## config.mk

```make
export PLATFORM = sky130hd
export DESIGN_NAME = ff256_mult_seq
export DESIGN_NICKNAME = d
export VERILOG_FILES = /design/src/rtl/ff256_mult_seq.sv
export SDC_FILE = /design/constraint.sdc
export NUM_CORES = 1
export LEC_CHECK = 0
export ABC_AREA = 1
export CORE_UTILIZATION = 36
export DETAILED_ROUTE_END_ITERATION = 8
export PLACE_DENSITY = 0.92
export SYNTH_ARGS = -nofsm -noshare
export SYNTH_HDL_FRONTEND = slang
export SYNTH_SLANG_ARGS = --single-unit
```

## constraint.sdc

```tcl
create_clock -name clk -period 2.76 [get_ports clk]
set_input_delay 0.414 -clock clk [delete_from_list [all_inputs] [get_ports clk]]
set_output_delay 0.414 -clock clk [all_outputs]
set_load 0.02 [all_outputs]
```

## src/rtl/ff256_mult_seq.sv

```systemverilog
// ff256_mult_seq
//   Batch sequencer for a GF(256) multiplier datapath. It walks a block of
//   operand words in a dual-port RAM through a Wishbone-style master port.
//   For each word it reads the operand bytes ([7:0] = f, [15:8] = p), presents
//   them to an external combinational GF(256) multiplier, and writes the
//   product back into byte lane 2 ([23:16]) of the same word.
//
//   Optional feature macro: FF256_SEQ_ACCUM_EN
//     defined     -> acc_o keeps the XOR of all products written in the batch
//                    (a GF(256) dot product); cleared on the next accepted start.
//     not defined -> acc_o is tied to zero and no accumulator register exists.
//
// Ports
//   clk, reset          : clock (rising edge), synchronous active-high reset
//   start_i             : start level, sampled only in IDLE
//   base_adr_i, count_i : first element address / element count, latched on start
//   mem_adr_o .. mem_ack_i : RAM port-2 bus master (adr, wdata, we, sel, stb, cyc, rdata, ack)
//   mul_f_o, mul_p_o    : multiplier operands (always the operand register)
//   mul_prod_i          : multiplier product (combinational)
//   busy_o, done_o      : not-IDLE flag / one-cycle end-of-batch pulse
//   err_o               : sticky ack-timeout flag
//   state_o             : FSM state (IDLE=0 READ=1 MULT=2 WRITE=3 DONE=4)
//   acc_o               : XOR accumulation of products (see macro above)
module ff256_mult_seq #(
  parameter int ADDR_WIDTH = 2,
  parameter int DATA_WIDTH = 32,
  parameter int TIMEOUT    = 15
) (
  input  logic                    clk,
  input  logic                    reset,
  input  logic                    start_i,
  input  logic [ADDR_WIDTH-1:0]   base_adr_i,
  input  logic [ADDR_WIDTH:0]     count_i,
  output logic [ADDR_WIDTH-1:0]   mem_adr_o,
  input  logic [DATA_WIDTH-1:0]   mem_data_i,
  output logic [DATA_WIDTH-1:0]   mem_data_o,
  output logic                    mem_we_o,
  output logic [DATA_WIDTH/8-1:0] mem_sel_o,
  output logic                    mem_stb_o,
  output logic                    mem_cyc_o,
  input  logic                    mem_ack_i,
  output logic [7:0]              mul_f_o,
  output logic [7:0]              mul_p_o,
  input  logic [7:0]              mul_prod_i,
  output logic                    busy_o,
  output logic                    done_o,
  output logic                    err_o,
  output logic [2:0]              state_o,
  output logic [7:0]              acc_o
);

  typedef enum logic [2:0] {
    IDLE  = 3'd0,
    READ  = 3'd1,
    MULT  = 3'd2,
    WRITE = 3'd3,
    DONE  = 3'd4
  } state_t;

  localparam int                 SEL_W   = DATA_WIDTH / 8;
  localparam logic [SEL_W-1:0]   SEL_WR  = SEL_W'(3'b100);
  localparam logic [3:0]         TO_LAST = 4'(TIMEOUT - 1);
  localparam logic [ADDR_WIDTH:0] ONE_LEFT = (ADDR_WIDTH + 1)'(1);

  state_t                state, state_next;
  logic [3:0]            tmo_cnt;
  logic                  tmo_hit;
  logic                  bus_rd, bus_wr;
  logic                  start_ok;
  logic                  err;
  logic [ADDR_WIDTH-1:0] ptr;
  logic [ADDR_WIDTH:0]   remain;
  logic [15:0]           opnd_p0;
  logic [7:0]            res_p1;

  // Only the operand bytes of the read word are consumed.
  logic unused_rd_hi;
  assign unused_rd_hi = ^mem_data_i[DATA_WIDTH-1:16];

  assign bus_rd   = (state == READ);
  assign bus_wr   = (state == WRITE);
  assign start_ok = (state == IDLE) && start_i;
  // The counter sits at TO_LAST in the TIMEOUT-th cycle of a bus phase.
  assign tmo_hit  = (bus_rd || bus_wr) && !mem_ack_i && (tmo_cnt == TO_LAST);

  always_comb begin
    state_next = state;
    case (state)
      IDLE:    if (start_i) state_next = (count_i == '0) ? DONE : READ;
      READ:    if (mem_ack_i) state_next = MULT;
               else if (tmo_hit) state_next = DONE;
      MULT:    state_next = WRITE;
      WRITE:   if (mem_ack_i) state_next = (remain == ONE_LEFT) ? DONE : READ;
               else if (tmo_hit) state_next = DONE;
      DONE:    state_next = IDLE;
      default: state_next = IDLE;
    endcase
  end

  // Control: state, timeout counter, error flag, operand register (drives
  // mul_*_o directly, so it must come out of reset at zero).
  always_ff @(posedge clk) begin
    if (reset) begin
      state   <= IDLE;
      tmo_cnt <= '0;
      err     <= 1'b0;
      opnd_p0 <= '0;
    end else begin
      state <= state_next;
      if (state_next != state || !(bus_rd || bus_wr))
        tmo_cnt <= '0;
      else
        tmo_cnt <= tmo_cnt + 4'd1;
      if (start_ok)
        err <= 1'b0;
      else if (tmo_hit)
        err <= 1'b1;
      if (bus_rd && mem_ack_i)
        opnd_p0 <= mem_data_i[15:0];
    end
  end

  // Datapath: pointer, element count, product register. Their values only
  // reach outputs while the bus is active, so they carry no reset.
  always_ff @(posedge clk) begin
    if (start_ok) begin
      ptr    <= base_adr_i;
      remain <= count_i;
    end else if (bus_wr && mem_ack_i) begin
      ptr    <= ptr + ADDR_WIDTH'(1);
      remain <= remain - ONE_LEFT;
    end
    if (state == MULT)
      res_p1 <= mul_prod_i;
  end

`ifdef FF256_SEQ_ACCUM_EN
  logic [7:0] acc;

  always_ff @(posedge clk) begin
    if (reset)
      acc <= '0;
    else if (start_ok)
      acc <= '0;
    else if (bus_wr && mem_ack_i)
      acc <= acc ^ res_p1;
  end

  assign acc_o = acc;
`else
  assign acc_o = 8'h00;
`endif

  assign mem_stb_o  = bus_rd || bus_wr;
  assign mem_cyc_o  = bus_rd || bus_wr;
  assign mem_we_o   = bus_wr;
  assign mem_adr_o  = (bus_rd || bus_wr) ? ptr : '0;
  assign mem_sel_o  = bus_rd ? {SEL_W{1'b1}} : (bus_wr ? SEL_WR : '0);
  assign mem_data_o = bus_wr ? DATA_WIDTH'({res_p1, 16'h0000}) : '0;

  assign mul_f_o = opnd_p0[7:0];
  assign mul_p_o = opnd_p0[15:8];

  assign busy_o  = (state != IDLE);
  assign done_o  = (state == DONE);
  assign err_o   = err;
  assign state_o = state;

endmodule
```

==> results of run 1 <==
-- through the flow --
step | cell area [µm²] | hold WS, ps
CTS | 2580 | 463
finish | 2580 | 459
global placement | 2500 | 447
floorplan | 1990 | 454
global route | 2580 | 476
detailed placement | 2500 | 455
-- how the worst max path moves through the flow --
stage,to,depth (start not counted),start
detailed placement,mem_data_o[20],5,state_o[1]
finish,mem_data_o[20],5,state_o[1]
floorplan,mem_data_o[16],4,state_o[1]
global placement,mem_data_o[20],5,state_o[1]
CTS,mem_data_o[20],5,state_o[1]
global route,mem_data_o[18],5,state_o[1]
-- cells by family (layout without fill, tap and decap cells) --
group                    after synthesis  count (layout)  share of synthesized area, %
other                                  1              32                         0.201
adder cells (fa/ha/maj)                4               4                          2.68
AO/OA/AOI/OAI                         28              28                          8.03
AND/OR/NAND/NOR                       85              85                          18.9
buffers and inverters                 68             109                          21.8
flip-flops                            37              37                          46.6
XOR/XNOR                               4               4                          1.87
-- cell type report --
cell class,count,area share [%]
Clock buffer,6,2.81
Clock inverter,2,0.388
Inverter,27,3.93
Multi-Input combinational cell,153,27.4
Sequential cell,37,33.8
Tap cell,67,3.25
Timing Repair Buffer,74,28.4
-- cell usage after synthesis --
cell type,n
nand2_1,47
buf_4,36
dfxtp_1,24
inv_1,23
nor2_1,21
a21oi_1,19
edfxtp_1,13
nand3_1,9
nor3_1,6
o21ai_0,5
ha_1,4
inv_2,4
xnor2_1,3
buf_6,2
clkbuf_1,2
o21bai_1,2
a21oi_2,1
buf_2,1
conb_1,1
nand2_2,1
nor3_4,1
o22ai_1,1
xor2_1,1
-- critical path: stages (launching register included) --
cell	delay [ps]
dfxtp_1	470
inv_1	140
nor2_1	190
inv_2	120
nor2_1	130
clkdlybuf4s50_1	620
-- cells in the final DEF, fill, tap and decap left out, types with 6 or more instances in the layout --
master           count
a21oi_1             19
edfxtp_1            13
conb_1              32
clkdlybuf4s50_1     71
dfxtp_1             24
nand3_1              9
nor3_1               6
inv_1               23
nor2_1              21
nand2_1             47
-- metal layers --
layer | up-vias | global-route usage [%] | share of wire [%]
li1 | 790 | - | -
met1 | 671 | 14.2 | 41
met2 | 86 | 24.9 | 46
met3 | 7 | 6.10 | 11
met4 | 0 | 5.77 | 1.4
met5 | - | 0 | 0
-- power groups by stage --
stage | Clock (µW) | Sequential (µW) | Combinational [µW]
2_1_floorplan | 0 | 667 | 240
3_3_place_gp | 0 | 650 | 356
3_5_place_dp | 0 | 652 | 363
4_1_cts | 374 | 639 | 364
5_1_grt | 395 | 644 | 400
6_report | 356 | 640 | 363
-- flip-flops by register name, summed over array words and instances (netlist names) --
| register | flops |
|---|---|
| opnd_p0 | 16 |
| tmo_cnt | 4 |
| state_o | 3 |
| res_p1 | 8 |
| ptr | 2 |
| err_o | 1 |
| remain | 3 |
==> results.ini, run 1 <==
[yosys]
seq_area_frac_synth_pct=46.6
synth.distinct_cells=23
synth.area.top_cells=dfxtp_1, edfxtp_1, buf_4
synthesis.area_um2=1870
syn-instance-count=227
ys_ff_latch=37
syn_area_per_cell_um2=8.23
yosys_warnings=0
yosysTopAreaCell=dfxtp_1
yosysTopAreaCellShare_pct=25.7

[detailed_routing]
drt_iter0_drc=43
antenna_left=0
totalWireLength_um=3630
vias=1554
vias_per_cell=4.25
drcViolationCount=0
dr.pass1.iters=4
wl_per_cell_um=9.90

[global_routing]
grt_pass1_wl_um=5760
grt_max_degree=17
grt_overflow=0
grt_pass1_vias=1410
grtUsageTotal_pct=14.0
antenna_found_initial=0

[clock_network]
cts_tree=built
numCtsBuffers=5
clockBufferDepth=2
cts_sinks=37
cts.htree.levels=2
path_clk_slew_ps=80
ctsResizeCount=0
cts_hold_buf=0
root_buffer=clkbuf_8
post-cts-setup-buffer-count=0
clk_latency_ps=290

[finish]
final_nets=351
multi_input_area_um2=708
syn_to_final_growth_pct=38.0
register_area_um2=871
fin_cells=366
nFillCells=452
finalCoreUtilization_pct=53.2
drive_above_1_share_pct=5.69
antennaDiodeCount=0

[die]
dieArea_um2=5480
io_pins=120
fp.dieH_um=74.1
core-area_um2=4850
num_rows=25
initial_utilization_pct=38.6
dieWidth_um=74.1

[place]
hpwlAfterDp_um=2830
port_buffers=71
place_congestion=0.787
place_worst_setup_slack_ps=665
placed_cells=358

[power]
seqPwrFrac_pct=47.1
total_power_uw=1360
ir_drop_v=0.000281
switching_power_uw=415
intPower_uw=943
power_density_nw_per_um2=527
power_frac_clock_pct=26.2
p_comb_share_pct=26.7
total_leakage_power_uw=0.00108
switching_share_pct=30.6

[worst_setup_path]
arrival_ps=1950
reg2reg_from=state_o[1]
crit_type=flop to output pin
worst_setup_path_start_kind=flop
cp-end-kind=output pin
timing.rr.end=remain[0]
reg2regPathDepth=4
r2r_slack_ps=1050
worst-path-max-fanout=10
crit_required_ps=2350

[min_path]
min_from=opnd_p0[4]
hp-class=flop to flop
hold_depth=2
min_to=opnd_p0[4]

[sta]
slew_headroom_pct=63.8
fin_crit_sh_pct=85.6
fin_crit_ps=2360
rsz0062_at_grt=false
finClkSkew_ps=10.7
fin_ws_ps=397
fmax_mhz=423
setup-tns-final_ps=0
tightest_slew_ps=543
setup_viol=0
hold_viol_final=0
maxSlewViolCount=0

[run_status]
status=finished clean

[run]
maxCapViolCount=0

No activity file was read; power rests on OpenSTA's default activity.
==> run 2: changes to the inputs <==
Settings changed: SKIP_CTS_REPAIR_TIMING from default to 1.
==> results of run 2 <==
Same layout as run 1: the final DEF is identical, and so are final timing and power.
==> run 3: changes to the inputs <==
Settings changed: ABC_AREA 1 to default.
==> run 3 against run 2 <==
  * Global-route usage increased by 1.2 points
  * Maximum frequency decreased by 2.6%
  * Combinational power decreased by 19%
  * First-iteration DRC count increased by 51%
  * Count of clock-buffer cells in the layout increased by 1
  * Critical endpoint is now mem_sel_o[1]
  * Highest routed layer unchanged
==> results.ini, run 3 <==
[worst_setup_path]
reg2reg_from=state_o[0]
crit_required_ps=2350  ; about the same
worst_setup_path_start_kind=flop
reg2regPathDepth=4  ; unchanged
cp-end-kind=output pin
timing.rr.end=opnd_p0[2]
crit_type=flop to output pin
worst-path-max-fanout=18  ; +8
arrival_ps=2010  ; +60 ps
r2r_slack_ps=1040  ; about the same

[clock_network]
clk_latency_ps=290  ; about the same
root_buffer=clkbuf_8
clockBufferDepth=2  ; unchanged
numCtsBuffers=5  ; unchanged
cts.htree.levels=2  ; unchanged
cts_sinks=37  ; unchanged
cts_tree=built
path_clk_slew_ps=70  ; about the same

[power]
total_leakage_power_uw=0.000995  ; -7.6%
power_density_nw_per_um2=547  ; +3.9%
ir_drop_v=0.000409  ; +45%

[finish]
antennaDiodeCount=0  ; unchanged
layout_common_cells=clkdlybuf4s50_1, nand2_1, conb_1
largest_reg_flops=16  ; unchanged
registers.top_by_ff_count=opnd_p0
top_regs=opnd_p0 (16), res_p1 (8), tmo_cnt (4)
final_common_cell=clkdlybuf4s50_1
nFillCells=443  ; -2.0%
syn_to_final_growth_pct=39.6
drive_above_1_share_pct=4.51  ; -1.2 points
design_area_um2=2550  ; -1.3%
finalCoreUtilization_pct=53.2  ; about the same
final_nets=318  ; -9.4%

[sta]
tightest_slew_ps=568  ; +24.7 ps
rsz0062_at_grt=false
finClkSkew_ps=4.97  ; -5.70 ps
setup_viol=0  ; unchanged
fmax_mhz=412  ; -2.6%
setup-tns-final_ps=0  ; unchanged
fin_crit_ps=2430  ; +63.1 ps
fin_crit_sh_pct=87.9  ; +2.3 points
maxSlewViolCount=0  ; unchanged
slew_headroom_pct=62.2  ; -1.6 points
whs_ps=452  ; -7.62 ps
hold_viol_final=0  ; unchanged

[min_path]
hold_depth=2  ; unchanged
hp-class=flop to flop
min_to=opnd_p0[11]
min_from=opnd_p0[11]

[die]
num_rows=25  ; unchanged
io_pins=120  ; unchanged
initial_utilization_pct=38.1  ; -0.44 points
fp.dieH_um=73.2  ; -1.2%
dieWidth_um=73.2  ; -1.2%
core-area_um2=4790  ; -1.3%
dieArea_um2=5360  ; -2.3%

[run]
maxCapViolCount=0  ; unchanged

[global_routing]
antenna_found_initial=0  ; unchanged
grt_pass1_vias=1387  ; -1.6%
grtUsageTotal_pct=15.2  ; +1.2 points
grt_max_degree=19  ; +2
grt_overflow=0  ; unchanged
grt_pass1_wl_um=6120  ; +6.2%

[yosys]
seq_area_frac_synth_pct=47.7  ; +1.2 points
synth_top_family_by_area=simple AND/OR/NAND/NOR gates
synthFlopType=dfxtp_1
synth-edff-count=13  ; unchanged
synth_most_common_cell=nand2_1
ys_top_cells_by_count=nand2_1, buf_4, dfxtp_1
yosysTopAreaCellShare_pct=26.3  ; +0.63 points
synth.distinct_cells=33  ; +43%
ys_async_sr_fraction_pct=0  ; unchanged
synthSimpleGateAreaFrac_pct=19.7  ; +0.81 points
synthesis.area_um2=1820  ; -2.4%
synth_compound_area_share_pct=8.23  ; +0.20 points
synth.area.top_cells=dfxtp_1, edfxtp_1, buf_4
syn-instance-count=199  ; -12%
ys_ff_latch=37  ; unchanged
yosys_warnings=0  ; unchanged
yosysTopAreaCell=dfxtp_1
synth-adder-area-share_pct=2.74  ; +0.066 points
syn_area_per_cell_um2=9.17  ; +11%
synthXorXnorAreaFrac_pct=1.92  ; +0.046 points
synth_mux_area_share_pct=0.549  ; +0.55 points

[detailed_routing]
totalWireLength_um=3820  ; +5.5%
vias=1445  ; -7.0%
antenna_left=0  ; unchanged
drcViolationCount=0  ; unchanged
wl_per_cell_um=11.5  ; +16%
detail_route.wirelength.met1_um=1520  ; +1.1%
dr.pass1.iters=4  ; unchanged
highest_layer=met4
wl_met2_um=1890  ; +14%
drt_iter0_drc=65  ; +51%
vias_per_cell=4.34  ; +2.2%
met3WireLength_um=344  ; -17%

[place]
place_congestion=0.749  ; -4.8%
hpwlAfterDp_um=2840  ; +0.24%
dpl_cell_area_um2=2430  ; -2.7%
port_buffers=71  ; unchanged

[run_status]
status=finished clean

run 3: cell types whose count changed after synthesis, moves of 3 or more:
cell	change
nand2_1	-9
nor2_1	-16
nor2b_1	+4
nor3_1	-3
a21oi_1	-3
inv_1	-16
inv_2	-4
and3_1	+9
and2_1	+4
nand3_1	-6
run 3: logic make-up after synthesis:
family / count (synthesis)
muxes: 1
adders and majority gates: 4
and+or+nand+nor: 73
xor gates and xnor gates: 4
other: 1
buffers and inverters: 52
DFF: 37
AOI/OAI and AO/OA: 27
run 3: area by class of cell:
| cell class | count | area, µm² | area share (%) |
|---|---|---|---|
| clock buffer | 7 | 86.3 | 3.39 |
| clock inverter | 1 | 30.0 | 1.18 |
| inverter | 7 | 26.3 | 1.03 |
| multi-input combinational | 141 | 724 | 28.4 |
| sequential | 37 | 871 | 34.2 |
| tap | 67 | 83.8 | 3.29 |
| timing repair buffer | 73 | 726 | 28.5 |
run 3: critical path, cell delays in order (launching register included):
cell and delay (ps):
dfxtp_1 540, and2b_4 330, nor2b_1 220, clkdlybuf4s50_1 640
run 3: how the worst max path moves through the flow:
stage / from / endpoint / slack, ps / cells past startpoint
finish: state_o[0] / mem_sel_o[1] / 330 / 3
global route: state_o[0] / mem_sel_o[3] / 220 / 3
CTS: state_o[0] / mem_sel_o[1] / 320 / 3
detailed placement: mem_ack_i / opnd_p0[13] / 640 / 5
global placement: state_o[0] / mem_sel_o[1] / 690 / 3
floorplan: state_o[0] / mem_sel_o[0] / 810 / 5
run 3: metrics by stage:
step / setup slack, ps / total power, µW / std cells
final: 334 / 1390 / 333
after global placement: 686 / 922 / 325
after CTS: 323 / 1410 / 333
after detailed placement: 638 / 932 / 325
after floorplan: 808 / 850 / 230
after global routing: 216 / 1460 / 333
run 3: layer usage:
layer  vias to the layer above  global-route usage [%]
li1                        717                       -
met1                       654                    16.6
met2                        67                    26.1
met3                         7                    5.39
met4                         0                    7.19
met5                         -                       0
run 3: report_power, final:
part | total [µW] | switching (µW) | internal (µW)
clock network | 476 | 181 | 294
logic | 294 | 162 | 132
registers | 625 | 23.3 | 602
total | 1390 | 366 | 1030
==> edit, RTL diff (config.mk and constraints of run 2) <==
Change the parameter `ADDR_WIDTH` from 2 to 4.
--- a/src/rtl/ff256_mult_seq.sv
+++ b/src/rtl/ff256_mult_seq.sv
@@ -22,7 +22,7 @@
 //   state_o             : FSM state (IDLE=0 READ=1 MULT=2 WRITE=3 DONE=4)
 //   acc_o               : XOR accumulation of products (see macro above)
 module ff256_mult_seq #(
-  parameter int ADDR_WIDTH = 2,
+  parameter int ADDR_WIDTH = 4,
   parameter int DATA_WIDTH = 32,
   parameter int TIMEOUT    = 15
 ) (
Interface: changed (resized base_adr_i, count_i and mem_adr_o); port bits go from 120 to 126. The function was not compared with the original's and may differ.
==> edit against run 2 <==
- synthesized cell count increased by 11%
- routed wire length is 24% higher
- global-route usage increased by 1.2 points
- count of clock-buffer cells in the layout increased by 1
- critical path depth decreased by 1
- cell area is 12% higher
- power is 17% higher
- worst hold slack improved by 0.0067 ns
- critical path type unchanged
- synthesized area grew 13%
- setup slack better by 0.098 ns
- sequential cell count up 4
- first-iteration DRC count rose by 9.3%
- non-clock buffer count is 6 higher
==> edit: results (changes against run 2) <==
metric	value	unit	change
clock skew	0.007715	ns	-0.002956 ns
Post-synth EDFFs	17		+4
Slowest-stage cell, CP	clkdlybuf4s50_1		
Routability Congestion	0.7713		-1.9%
Yosys top cell area share	24.11	%	-1.6 points
Slew headroom	13.27	%	-51 points
layout cells sized above 1	5.793	%	+0.11 points
initial antenna violation count	0		unchanged
maximum number of pins on one net before global-route repair	19		+2
Pint	1.095	mW	+16%
H-tree depth	2		unchanged
WP data arrival	1.85	ns	-0.10 ns
ANT cells	0		unchanged
GRT Util Overall	15.14	%	+1.2 points
initial DRC count	47		+9.3%
status	complete, no violations		
P_leak	1.210	nW	+12%
routed wire length	4.479	mm	+24%
prevailing post-synth register cell	dfxtp_1		
Max VDD drop	0.3142	mV	+12%
logic gate share of total power	27.8	%	+1.1 points
fillers	517		+14%
CTS root buf	clkbuf_8		
commonest cells in the netlist	nand2_1 (50), buf_4 (36), inv_1 (28)		
Seq/Total Area, Yosys	46.81	%	+0.22 points
Distinct cells, synth	26		+13%
buffers added on ports	77		+8.5%
Nets	385		+9.7%
Clock group	0.403	mW	+13%
leading cell types by total area after synthesis	edfxtp_1 (24%), dfxtp_1 (23%), buf_4 (13%), nand2_1 (8.9%), inv_1 (5.0%)		
vias in the first global route	1577		+12%
Max stage delay on crit path	0.62	ns	about the same
DR vias	1721		+11%
DRT Pass-1 Iters	4		unchanged
CP top delay family	buffers and inverters		
worst-path fanout max	10		unchanged
Hold/Removal Path Class	flop to flop		
Ys Warns	0		unchanged
CTS Buf Count	5		unchanged
Hold Crit Depth	2		unchanged
post-synthesis async set-or-reset flop share	0	%	unchanged
post-DP HPWL	3.416	mm	+21%
Largest regs	opnd_p0 x16, res_p1 x8, remain x5		
total power	1.586	mW	+17%
worst reg-to-reg path cell count	2		-2
clock latency on the worst-skew pair	0.29	ns	about the same
CTS clock-pin slew for the worst setup and hold paths	0.08	ns	about the same
Max clock buf depth	2		unchanged
first-pass GRT wire length	7.176	mm	+25%
edit: worst paths after layout:
check	from	to	slack, ns
worst max-delay path	state_o[1]	mem_data_o[17]	0.49
worst min-delay path	opnd_p0[5]	opnd_p0[5]	0.47
worst max register to register	state_o[1]	ptr[3]	0.72
worst min register to register	opnd_p0[5]	opnd_p0[5]	0.47
edit: cell families after synthesis:
logic type | count (synthesis) | share of synthesized area [%]
AOI/OAI and AO/OA | 29 | 7.329
xor gates and xnor gates | 7 | 2.896
buffers and inverters | 72 | 20.21
DFF | 41 | 46.81
other | 1 | 0.1771
adders and majority gates | 5 | 2.955
and+or+nand+nor | 96 | 19.62
edit: per-stage QoR:
stage	setup slack, ns	area (um^2)	hold slack (ns)	std cells	utilization (%)
6_report	0.4949	2894	0.4662	400	51.92
5_1_grt	0.3782	2894	0.4944	400	51.92
4_1_cts	0.4766	2894	0.4685	400	51.92
3_5_place_dp	0.3198	2801	0.4557	392	50.26
3_3_place_gp	0.4685	2801	0.4423	392	50.26
2_1_floorplan	0.7586	2233	0.4297	282	-
edit: final cells by class:
| type | instances | area [um^2] | area share [%] |
|---|---|---|---|
| Sequential cell | 41 | 991.0 | 34.24 |
| Multi-Input combinational cell | 169 | 814.5 | 28.15 |
| Timing Repair Buffer | 80 | 793.3 | 27.41 |
| Inverter | 30 | 112.6 | 3.891 |
| Tap cell | 72 | 90.09 | 3.113 |
| Clock buffer | 7 | 86.33 | 2.983 |
| Clock inverter | 1 | 6.256 | 0.2162 |
edit: routing by layer:
metal | track usage, % | vias to the layer above | routed length, um
met2 | 25.13 | 85 | 2090
li1 | - | 875 | -
met5 | 0 | - | 0
met4 | 5.000 | 0 | 57
met1 | 17.44 | 755 | 1833
met3 | 6.395 | 6 | 497
